## config.mk

```make
export PLATFORM = sky130hd
export DESIGN_NAME = rf_wb_arbiter
export DESIGN_NICKNAME = d
export VERILOG_FILES = /design/src/rtl/rf_wb_arbiter.sv
export SDC_FILE = /design/constraint.sdc
export NUM_CORES = 1
export LEC_CHECK = 0
export ABC_AREA = 1
export CAP_MARGIN = 20
export CELL_PAD_IN_SITES_DETAIL_PLACEMENT = 0
export CELL_PAD_IN_SITES_GLOBAL_PLACEMENT = 1
export CORE_UTILIZATION = 30
export CTS_BUF_LIST = sky130_fd_sc_hd__clkbuf_16
export DETAILED_ROUTE_END_ITERATION = 10
export PLACE_DENSITY = 0.84
export SYNTH_ARGS = -nofsm -noshare
export SYNTH_HDL_FRONTEND = slang
export SYNTH_SLANG_ARGS = --single-unit
```

## constraint.sdc

```tcl
create_clock -name clk -period 5 [get_ports clk]
set_input_delay 1.5 -clock clk [delete_from_list [all_inputs] [get_ports clk]]
set_output_delay 1.5 -clock clk [all_outputs]
set_load 0.05 [all_outputs]
```

## src/rtl/rf_wb_arbiter.sv

```systemverilog
// rtl/rf_wb_arbiter.sv - two-source register-file writeback arbiter with busy scoreboard
//
// Purpose:
//   Merges two writeback sources (s0 = ALU, s1 = LSU) onto one registered
//   register-file write port. It also keeps one busy bit per register so that
//   issue logic can stall on operands whose results are still pending.
//
// Configuration:
//   RF_WB_ARBITER_RR_EN  defined   -> round-robin between s0/s1 via 1-bit pointer
//                        undefined -> fixed priority, s0 wins when both are valid
//
// Ports:
//   clk                  in   sole clock, rising edge
//   rst                  in   asynchronous active-high reset
//   s0_valid/s0_ready    in/out  source 0 handshake
//   s0_addr/s0_data      in   source 0 destination index and result
//   s1_valid/s1_ready    in/out  source 1 handshake
//   s1_addr/s1_data      in   source 1 destination index and result
//   wen/waddr/wdata      out  registered register-file write port
//   rsv_valid/rsv_addr   in   destination reservation at issue (sets busy)
//   chk_addr1/chk_addr2  in   source operand indices to check
//   hazard               out  either checked operand is busy

module rf_wb_arbiter #(
  parameter int ADDR_WIDTH = 5,
  parameter int DATA_WIDTH = 32
) (
  input  logic                  clk,
  input  logic                  rst,
  input  logic                  s0_valid,
  output logic                  s0_ready,
  input  logic [ADDR_WIDTH-1:0] s0_addr,
  input  logic [DATA_WIDTH-1:0] s0_data,
  input  logic                  s1_valid,
  output logic                  s1_ready,
  input  logic [ADDR_WIDTH-1:0] s1_addr,
  input  logic [DATA_WIDTH-1:0] s1_data,
  output logic                  wen,
  output logic [ADDR_WIDTH-1:0] waddr,
  output logic [DATA_WIDTH-1:0] wdata,
  input  logic                  rsv_valid,
  input  logic [ADDR_WIDTH-1:0] rsv_addr,
  input  logic [ADDR_WIDTH-1:0] chk_addr1,
  input  logic [ADDR_WIDTH-1:0] chk_addr2,
  output logic                  hazard
);

  localparam int NREG = 1 << ADDR_WIDTH;

  logic                  w_grant0;
  logic                  w_grant1;
  logic                  w_xfer;
  logic [ADDR_WIDTH-1:0] w_sel_addr;
  logic [DATA_WIDTH-1:0] w_sel_data;
  logic [NREG-1:0]       w_set;
  logic [NREG-1:0]       w_clr;

  logic                  r_wen;
  logic [ADDR_WIDTH-1:0] r_waddr;
  logic [DATA_WIDTH-1:0] r_wdata;
  logic [NREG-1:0]       r_busy;

`ifdef RF_WB_ARBITER_RR_EN
  // r_prio names the source that wins a tie; it flips to the loser on every
  // transfer so neither source can starve the other.
  logic r_prio;

  assign w_grant0 = s0_valid & (~s1_valid | ~r_prio);
  assign w_grant1 = s1_valid & (~s0_valid |  r_prio);

  always_ff @(posedge clk or posedge rst) begin
    if (rst) begin
      r_prio <= 1'b0;
    end else if (w_xfer) begin
      r_prio <= w_grant0;
    end
  end
`else
  assign w_grant0 = s0_valid;
  assign w_grant1 = s1_valid & ~s0_valid;
`endif

  // Ready depends only on valids (and the pointer), so a grant is a transfer.
  assign s0_ready   = w_grant0;
  assign s1_ready   = w_grant1;
  assign w_xfer     = w_grant0 | w_grant1;
  assign w_sel_addr = w_grant1 ? s1_addr : s0_addr;
  assign w_sel_data = w_grant1 ? s1_data : s0_data;

  // Writes to register 0 are accepted but suppressed at the write port.
  always_ff @(posedge clk or posedge rst) begin
    if (rst) begin
      r_wen   <= 1'b0;
      r_waddr <= '0;
      r_wdata <= '0;
    end else begin
      r_wen <= w_xfer && (w_sel_addr != '0);
      if (w_xfer) begin
        r_waddr <= w_sel_addr;
        r_wdata <= w_sel_data;
      end
    end
  end

  // Clearing keys off the registered write port, so hazard stays up until the
  // register file actually holds the value. Set is applied after clear, so a
  // same-edge collision leaves the bit set.
  always_comb begin
    w_set = '0;
    w_clr = '0;
    if (rsv_valid) begin
      w_set[rsv_addr] = 1'b1;
    end
    if (r_wen) begin
      w_clr[r_waddr] = 1'b1;
    end
    w_set[0] = 1'b0;
  end

  always_ff @(posedge clk or posedge rst) begin
    if (rst) begin
      r_busy <= '0;
    end else begin
      r_busy <= ((r_busy & ~w_clr) | w_set) & ~{{(NREG-1){1'b0}}, 1'b1};
    end
  end

  assign wen    = r_wen;
  assign waddr  = r_waddr;
  assign wdata  = r_wdata;
  assign hazard = r_busy[chk_addr1] | r_busy[chk_addr2];

endmodule

```

Word-level counts from Yosys, hierarchy flattened
Cells that the tools add are included.

Register bits: 69. Bits in latches: 0. Memory bits (writable): 0. ROM bits: 0. Bits of input ports: 94. Output and inout port bits: 41. Logic and storage cells: 33. Memories kept: 0.

Add/subtract/negate cells: 0. $mul: 0. Divide/modulo/power cells: 0. Magnitude comparators: 6. Equality and inequality tests: 0. Shift operators: 0. Multiplexer cells: 12. Bitwise gates (word level): 7. Reductions and logical operators: 4.

Operators by type and width (number): $mux W32 (3); $and A32 B32 Y32 (1); $not A32 Y32 (1); $or A32 B32 Y32 (1); $lt A5 B6 Y1 const B (4); $bmux W1 S5 (2); $demux W1 S5 (2); $ge A5 B1 Y1 const B (2); $mux W5 (1); $reduce_bool A5 Y1 (1); $mux W1 (4); $logic_and A1 B1 Y1 (3); $or A1 B1 Y1 (2); $and A1 B1 Y1 (1); $not A1 Y1 (1).

Longest topological paths before layout
Depth after elaboration: 8. Gate-level depth with buffers: 11. Gate-level depth less buffers: 9.

Worst setup path after synthesis
Ideal clock, no wire load.

Path type: input-to-output. Start point: input chk_addr1[0]. End point: output hazard. Arrival: 2512 ps. Required time: 3500 ps. Path slack: 988 ps. Stages on the path: 10. Buffers on the path: 2. Cell sequence: buf_4 inv_4 buf_6 nand2_1 nand3_1 nand3_1 nand3_1 nand3_1 nand2_1 nand2_1.

Word-level cells in the longest chain between the ends: 3.

RTL lines: from (decl) (line 43) `input logic [ADDR_WIDTH-1:0] chk_addr1,`; $bmux W1 S5 (line 131) `assign hazard = r_busy[chk_addr1] | r_busy[chk_addr2];`; $mux W1 (not written as such) (line 131); $or A1 B1 Y1 (line 131); to (decl) (line 45) `output logic hazard`.

Every way passes these cells. The select of a mux whose other input is x is not followed.

Final worst setup path
Start point: input chk_addr2[1]. End point: output hazard.

Word-level cells in the longest chain between the ends: 3.

RTL lines: from (decl) (line 44) `input logic [ADDR_WIDTH-1:0] chk_addr2,`; $bmux W1 S5 (line 131); $mux W1 (not written as such) (line 131); $or A1 B1 Y1 (line 131).

Every way passes these cells. The select of a mux whose other input is x is not followed.

==> reports/summary.txt <==
========================================================================================================
Overall via count from detail_route                                                                 3940
Cell type with the highest occurrence count on the critical path                            sky130_fd_sc_hd__nand2_1
Critical-path cell list                                                                     clkdlybuf4s50_1, inv_1, nand3_1, nand3_1, nand2_1, nand2_1, nand3_1, nand2_1, nand2_1, buf_12
Delay of the slowest cell on the worst path                                                      0.69 ns
Wire length after detailed routing                                                              12.23 mm
Y dimension of the die                                                                          112.6 um
Compound-gate portion of the synthesized area                                                     9.983%
Top achievable clock speed                                                                     214.2 MHz
Capturing element type of the critical path                                                   output pin
Post-CTS Resized                                                                                       0
Maximum clock insertion buffer count                                                                   2
Final layout net count                                                                               734
Wire length of the first global-routing pass                                                    19.31 mm
Dominant combinational cell family by area after synthesis                                  simple AND/OR/NAND/NOR gates
Layout filler cell count                                                                            1201
Share of synthesized cell area in full adder, half adder and majority cells                           0%
Yosys warnings                                                                                         0
Fraction of layout instances using a drive strength above 1                                       4.961%
FF-to-FF path depth                                                                                    4
Number of synthesized flops with an enable pin                                                         0
Maximum resistive drop on vdd                                                                0.0001898 V
Top cell type by total area after synthesis                                                 sky130_fd_sc_hd__dfrtp_1
Setup TNS                                                                                           0 ns
GRT Util Overall                                                                                  19.90%
Inserted Diodes                                                                                        0
Worst slack after detailed placement                                                           0.3546 ns
Number of antenna violations at the first check in global routing                                      0
Half-perimeter wire length of the detailed placement result                                     9.339 mm
Endpoint required time on the critical path                                                      3.50 ns
FF-to-FF Start                                                                              waddr[1]$_DFFE_PP0P_
Simple-gate portion of the synthesized area                                                       34.28%
Post-CTS clock slew at the launch and capture registers of the worst setup and hold paths        0.05 ns
Synthesized instance count                                                                           506
Worst setup path category                                                                         in2out
Parity-gate share of the synthesized area counting xor and xnor cells                                 0%
Die Width                                                                                       112.6 um
Synth top cells by count                                                                    sky130_fd_sc_hd__nand2_1, sky130_fd_sc_hd__nand3_1, sky130_fd_sc_hd__dfrtp_1, sky130_fd_sc_hd__o21ai_0, sky130_fd_sc_hd__inv_1
Flip-flop and latch count after synthesis                                                             69
Syn_nets                                                                                             600
First-pass detailed-route iteration total                                                              6
Number of vias per cell after detailed routing                                                     4.975
Synthesis-to-finish area growth                                                                   48.59%
Top_reg_cell synth                                                                          sky130_fd_sc_hd__dfrtp_1
CTS sink cnt                                                                                          69
Antenna violation net count after detailed routing                                                     0
Final routed DRC violation total                                                                       0
Master of the slowest instance on the critical path                                         sky130_fd_sc_hd__clkdlybuf4s50_1
H-tree Lvls                                                                                            3
Buffers and inverters on the worst path                                                                3
Hold Path Cell Cnt                                                                                     2
Pwr per Cell Area                                                                           372.1 nW/um2
Worst-path fanout max                                                                                  9
Top-Level Pins                                                                                       135
Clock skew                                                                                   0.005137 ns
Worst Hold End                                                                              wdata[25]$_DFFE_PP0P_
PnR worst setup slack                                                                          0.3316 ns
Core Util, Final                                                                                  45.62%
Setup repair after global routing missed its margin                                                false
Share of Yosys cell area claimed by the top area cell type                                        47.02%
Number of distinct library cells after synthesis                                                      16
Count of input and output buffers                                                                    134
Final hold violation count                                                                             0
Max-cap violations                                                                                     0
Inserted Clock Buffers                                                                                 9
Via count of the first global-routing pass                                                          3892
Average instance area after synthesis                                                          7.257 um2
Root cell of the clock tree                                                                 sky130_fd_sc_hd__clkbuf_16
Total number of placement rows                                                                        40
First DRT Iteration DRCs                                                                             216
Area of the mapped netlist                                                                      3672 um2
Area of the core region                                                                        11960 um2
Worst skew pair latency                                                                          0.33 ns
Ranking of synthesized cells by area                                                        sky130_fd_sc_hd__dfrtp_1, sky130_fd_sc_hd__nand2_1, sky130_fd_sc_hd__nand3_1
Slew of the pin with the lowest slew margin                                                    0.7689 ns
CP delay by family, top                                                                     buffers and inverters
CP Data Arrival Time                                                                             3.17 ns
Origin of the worst min-delay path                                                          wdata[25]$_DFFE_PP0P_
Count of endpoints failing setup in the final report                                                   0
Multiplexer fraction of the synthesized cell area                                                     0%
Final Max Slew Viols                                                                                   0
Overflow left after global routing                                                                     0
Area enclosed by the die boundary                                                              12690 um2
Pin count of the biggest net entering global routing                                                  51
Average wire per standard cell                                                                  15.44 um
Most frequent cell after synthesis                                                          sky130_fd_sc_hd__nand2_1
Worst-case hold slack                                                                          0.4910 ns
Type of the most critical hold path                                                              reg2reg
Min cycle time layout                                                                           4.668 ns
CTS hold repair buffers                                                                                0
Share of synthesized area occupied by flip-flops and latches                                      47.02%
Status                                                                                      complete, no violations
Starting Density                                                                                  30.70%
Leakage component of the power                                                                  2.511 nW
Portion of the clock cycle consumed by the worst path in the final layout                         93.37%
R2r setup slk                                                                                    3.70 ns
Max_slew headroom                                                                                 48.69%
Final Wtd Congestion                                                                              0.9518
Startpoint type of the worst setup path                                                        input pin
TritonCTS clock tree                                                                                 yes
Endpoint of the lowest-slack register-to-register path                                      r_busy[8]$_DFF_PP0_
Number of buffers added for setup after CTS                                                            0
Fraction of registers with async set/reset                                                        100.0%
Total number of cells along the worst setup path                                                      10
========================================================================================================
==> per-layer routing <==
metal  vias to the layer above  routed length, um  share of wire, %  track usage, %
met4                         0                336               2.7           9.956
li1                       1923                  -                 -               -
met5                         -                  0                 0               0
met1                      1822               5012                41           23.70
met2                       167               5826                48           33.09
met3                        28               1055               8.6           5.400
==> worst register-to-register path: cells and delay by family, from the launching register on <==
family	cells	cell delay (ns)
and+or+nand+nor	1	0.29
DFF	1	0.42
buffers and inverters	1	0.09
AOI/OAI and AO/OA	2	0.38
==> cells in the final DEF (no fill, tap or decap) <==
cell type / instances
sky130_fd_sc_hd__nand2_1: 185
sky130_fd_sc_hd__clkdlybuf4s50_1: 131
sky130_fd_sc_hd__nand3_1: 109
sky130_fd_sc_hd__o21ai_0: 69
sky130_fd_sc_hd__dfrtp_1: 69
sky130_fd_sc_hd__inv_1: 43
sky130_fd_sc_hd__clkbuf_16: 9
sky130_fd_sc_hd__buf_4: 8
sky130_fd_sc_hd__buf_12: 4
sky130_fd_sc_hd__inv_2: 3
sky130_fd_sc_hd__clkinv_1: 3
sky130_fd_sc_hd__clkinv_2: 3
sky130_fd_sc_hd__inv_4: 2
sky130_fd_sc_hd__nand2_4: 1
sky130_fd_sc_hd__nor2_2: 1
sky130_fd_sc_hd__nor2_1: 1
sky130_fd_sc_hd__a21oi_1: 1
sky130_fd_sc_hd__o211ai_1: 1
sky130_fd_sc_hd__o31a_1: 1
sky130_fd_sc_hd__bufinv_16: 1
==> cell families after synthesis <==
family,Yosys count
flops,69
buf+inv,68
simple gates,297
compound gates,72
==> final cells by class <==
class                   instances  area [um2]  area share, %
clock buffers                   9       225.2          4.127
clock inverters                 7       56.30          1.032
inverters                      48       185.2          3.394
multi-input cells             369        1628          29.83
flip-flops and latches         69        1727          31.64
well taps                     147       183.9          3.371
repair buffers                143        1451          26.60
==> stage by stage <==
stage | instances | total power, mW | area, um2
5_1_grt | 792 | 2.150 | 5456
4_1_cts | 791 | 2.040 | 5436
3_5_place_dp | 775 | 1.431 | 5155
6_report | 792 | 2.030 | 5456
2_1_floorplan | 506 | 1.151 | 3672
3_3_place_gp | 775 | 1.426 | 5155
==> how the worst max path moves through the flow <==
| stage | start | endpoint | slack (ns) |
|---|---|---|---|
| after global placement | chk_addr2[1] | hazard | 0.32 |
| after CTS | chk_addr2[1] | hazard | 0.35 |
| after floorplan | chk_addr1[0] | hazard | 0.99 |
| after global routing | chk_addr2[1] | hazard | 0.17 |
| final | chk_addr2[1] | hazard | 0.33 |
| after detailed placement | chk_addr2[1] | hazard | 0.35 |
==> sequential cells by signal (all words and copies together), names as in the netlist <==
| signal | count |
|---|---|
| r_busy | 31 |
| waddr | 5 |
| wdata | 32 |
| wen | 1 |
==> where the power goes <==
group / switching [mW] / leakage, nW / total (mW) / internal [mW]
Sequential: 0.130 / 0.809 / 0.822 / 0.692
Clock: 0.226 / 0.141 / 0.604 / 0.378
Combinational: 0.362 / 1.56 / 0.604 / 0.243
Power figures use the tool's default switching activity.
==> RTL change, RTL diff (same flow settings) <==
The option `RF_WB_ARBITER_RR_EN` is turned on by a define.
--- a/src/rtl/rf_wb_arbiter.sv
+++ b/src/rtl/rf_wb_arbiter.sv
@@ -20,6 +20,8 @@
 //   rsv_valid/rsv_addr   in   destination reservation at issue (sets busy)
 //   chk_addr1/chk_addr2  in   source operand indices to check
 //   hazard               out  either checked operand is busy
+
+`define RF_WB_ARBITER_RR_EN
 
 module rf_wb_arbiter #(
   parameter int ADDR_WIDTH = 5,
Check against the original RTL: not equivalent (a bounded check fails within 4 cycles, from zero or initial values and one cycle with rst high).
==> RTL change against the original RTL <==
Register-to-register slack worse by 780 ps. First-iteration DRC count increased by 3.2%. Sequential cell count is 1 higher. Non-clock buffer count is 1 higher. Total power increased by 28%. Synthesized area grew 7.2%. Utilization fell by 0.35 points. Synthesized cell count increased by 0.99%. Clock power rose by 27%. Setup slack better by 190 ps. Routed wire length fell by 0.38%. Via count up 2.0%. Design area grew 5.5%. Largest power group unchanged.
==> RTL change: results (changes against the original RTL) <==
The run finished with clean final reports. The first-pass GRT wire length came out at 20.09 mm (+4.0%). By area the synthesized netlist is led by dfrtp_1 (45%), nand2_1 (11%), nand3_1 (9.9%). Worst reg2reg path startpoint: r_prio$_DFFE_PP0P_. The number of cells on the worst reg-to-reg path is 9 (+5), and the maximum number of pins on one net before global-route repair is 71 (+39%). The critical path starts at chk_addr2[0]. The tools report the total routed wirelength as 12.18 mm (-0.38%). The logs give 330 ps (about the same) for the later-pin clock latency in the skew report and 5 (-1) for the detailed-routing iteration count for the pre-antenna-repair pass.

The logs give 0 (unchanged) for the number of buffers added for setup after CTS and 2.514 nW (+0.13%) for the static leakage. The tools report the cell area after placement as 5398 µm² (+4.7%). Total inserted antenna cells: 0 (unchanged).

The worst hold path stage count was 2 (unchanged); the final count of negative-setup-slack endpoints was 0 (unchanged). The critical path data arrival time came out at 2980 ps (-190 ps). The logs give 0.8725 (-8.3%) for the weighted congestion at the end of routability-driven global placement and 223 (+3.2%) for the number of DRC markers after the initial detailed-route iteration. The final HPWL from detailed placement came out at 9.124 mm (-2.3%). The largest individual stage delay along the critical path comes from the cell clkdlybuf4s50_1.

For the peak supply drop, the log shows 0.2056 mV (+8.3%). The number of nets produced by synthesis is 605 (+0.83%). For the number of distinct standard cells referenced by the synthesized netlist, the log shows 25 (+9). The maximum number of buffers from clock root to sink came out at 2 (unchanged). The layout filler cell count was 1330 (+11%); the number of vias per cell after detailed routing was 4.905 (-1.4%).

The run gives 0.4452 (-0.02504) as the post-synthesis sequential area ratio. The portion of synthesized cell area occupied by the leading cell type is 0.4452 (-0.02504), and the final net count is 736 (+0.27%). By count the netlist is led by nand2_1 (111), nand3_1 (78), dfrtp_1 (70). The highest net fanout along the worst path was 16 (+7). The share of final-layout standard cells stronger than drive strength 1 is 0.08810 (+0.03849). The number of flip-flops under the largest register name came out at 32 (unchanged). TritonCTS built the clock tree.

Clock-pin slew was measured on the worst setup and hold paths at 60 ps. The class of the most critical hold timing path is reg -> reg. The headroom to the max-slew limit is 0.4127 (-0.07414), and the number of antenna violations at the first check in global routing is 0 (unchanged).

Count of buffers from port buffering: 134 (unchanged). The overall routing resource usage is 0.1907 (-0.008274), and the number of global-route vias before repair is 4023 (+3.4%). The delay of the slowest cell on the worst path works out to 490 ps (-200 ps). Setup clock skew after layout: 6.174 ps (+1.038 ps). The worst hold path begins at wdata[25]$_DFFE_PP0P_. The async set or reset register ratio after synthesis was 1.000 (unchanged).
## RTL change: cell types whose count changed in the layout (fill, tap and decap cells not counted), sizes merged, moves of 13 or more
cell and delta:
nor2 +52, nand2 -72, a21oi +13, o21ai +16, o31ai +18, nand3 -31
## RTL change: cells by family (layout without fill, tap and decap cells)
kind of cell,after synthesis,in the layout,share of synthesized area
compound gates,120,120,0.1917
buf+inv,70,206,0.09126
flops,70,70,0.4452
simple gates,251,251,0.2719
## RTL change: per-layer routing
| metal | global-route usage | vias to the layer above | wire length (µm) |
|---|---|---|---|
| met1 | 0.2355 | 1878 | 5239 |
| met3 | 0.06279 | 21 | 1095 |
| li1 | - | 1959 | - |
| met4 | 0.06076 | 0 | 226 |
| met2 | 0.3148 | 159 | 5623 |
| met5 | 0 | - | 0 |
## RTL change: report_power, final
part	switching [W]	internal, W	total, W	leakage (nW)
registers	0.000163	0.000752	0.000915	0.813
logic	0.000567	0.000346	0.000913	1.53
clock network	0.000234	0.000535	0.000768	0.173
## RTL change: through the flow
step | util | setup WS [ps] | cells
4_1_cts | 0.4527 | 507.0 | 819
5_1_grt | 0.4527 | 328.4 | 819
3_3_place_gp | 0.4243 | 528.9 | 803
2_1_floorplan | - | 910.0 | 511
3_5_place_dp | 0.4243 | 519.2 | 803
6_report | 0.4527 | 522.8 | 819
## RTL change: final timing paths
kind | end | slack (ps)
hold reg to reg | wdata[25]$_DFFE_PP0P_ | 490
setup / recovery | hazard | 520
hold / removal | wdata[25]$_DFFE_PP0P_ | 490
min in group asynchronous | wdata[31]$_DFFE_PP0P_ | 1760
max in group asynchronous | wdata[16]$_DFFE_PP0P_ | 2660
setup reg to reg | wdata[17]$_DFFE_PP0P_ | 2920
## RTL change: area by class of cell
cell class | count | area (µm²) | area share
Clock inverter | 7 | 136.4 | 0.02368
Sequential cell | 70 | 1752 | 0.3041
Inverter | 46 | 172.7 | 0.02998
Clock buffer | 9 | 225.2 | 0.03910
Timing Repair Buffer | 144 | 1434 | 0.2490
Tap cell | 172 | 215.2 | 0.03737
Multi-Input combinational cell | 371 | 1824 | 0.3168
## RTL change: tightest hold or removal path, delay by kind of cell, from the launching register on
kind	cells	cell delay, ps
AND/OR/NAND/NOR	1	50
AO/OA/AOI/OAI	1	60
flip-flops	1	350
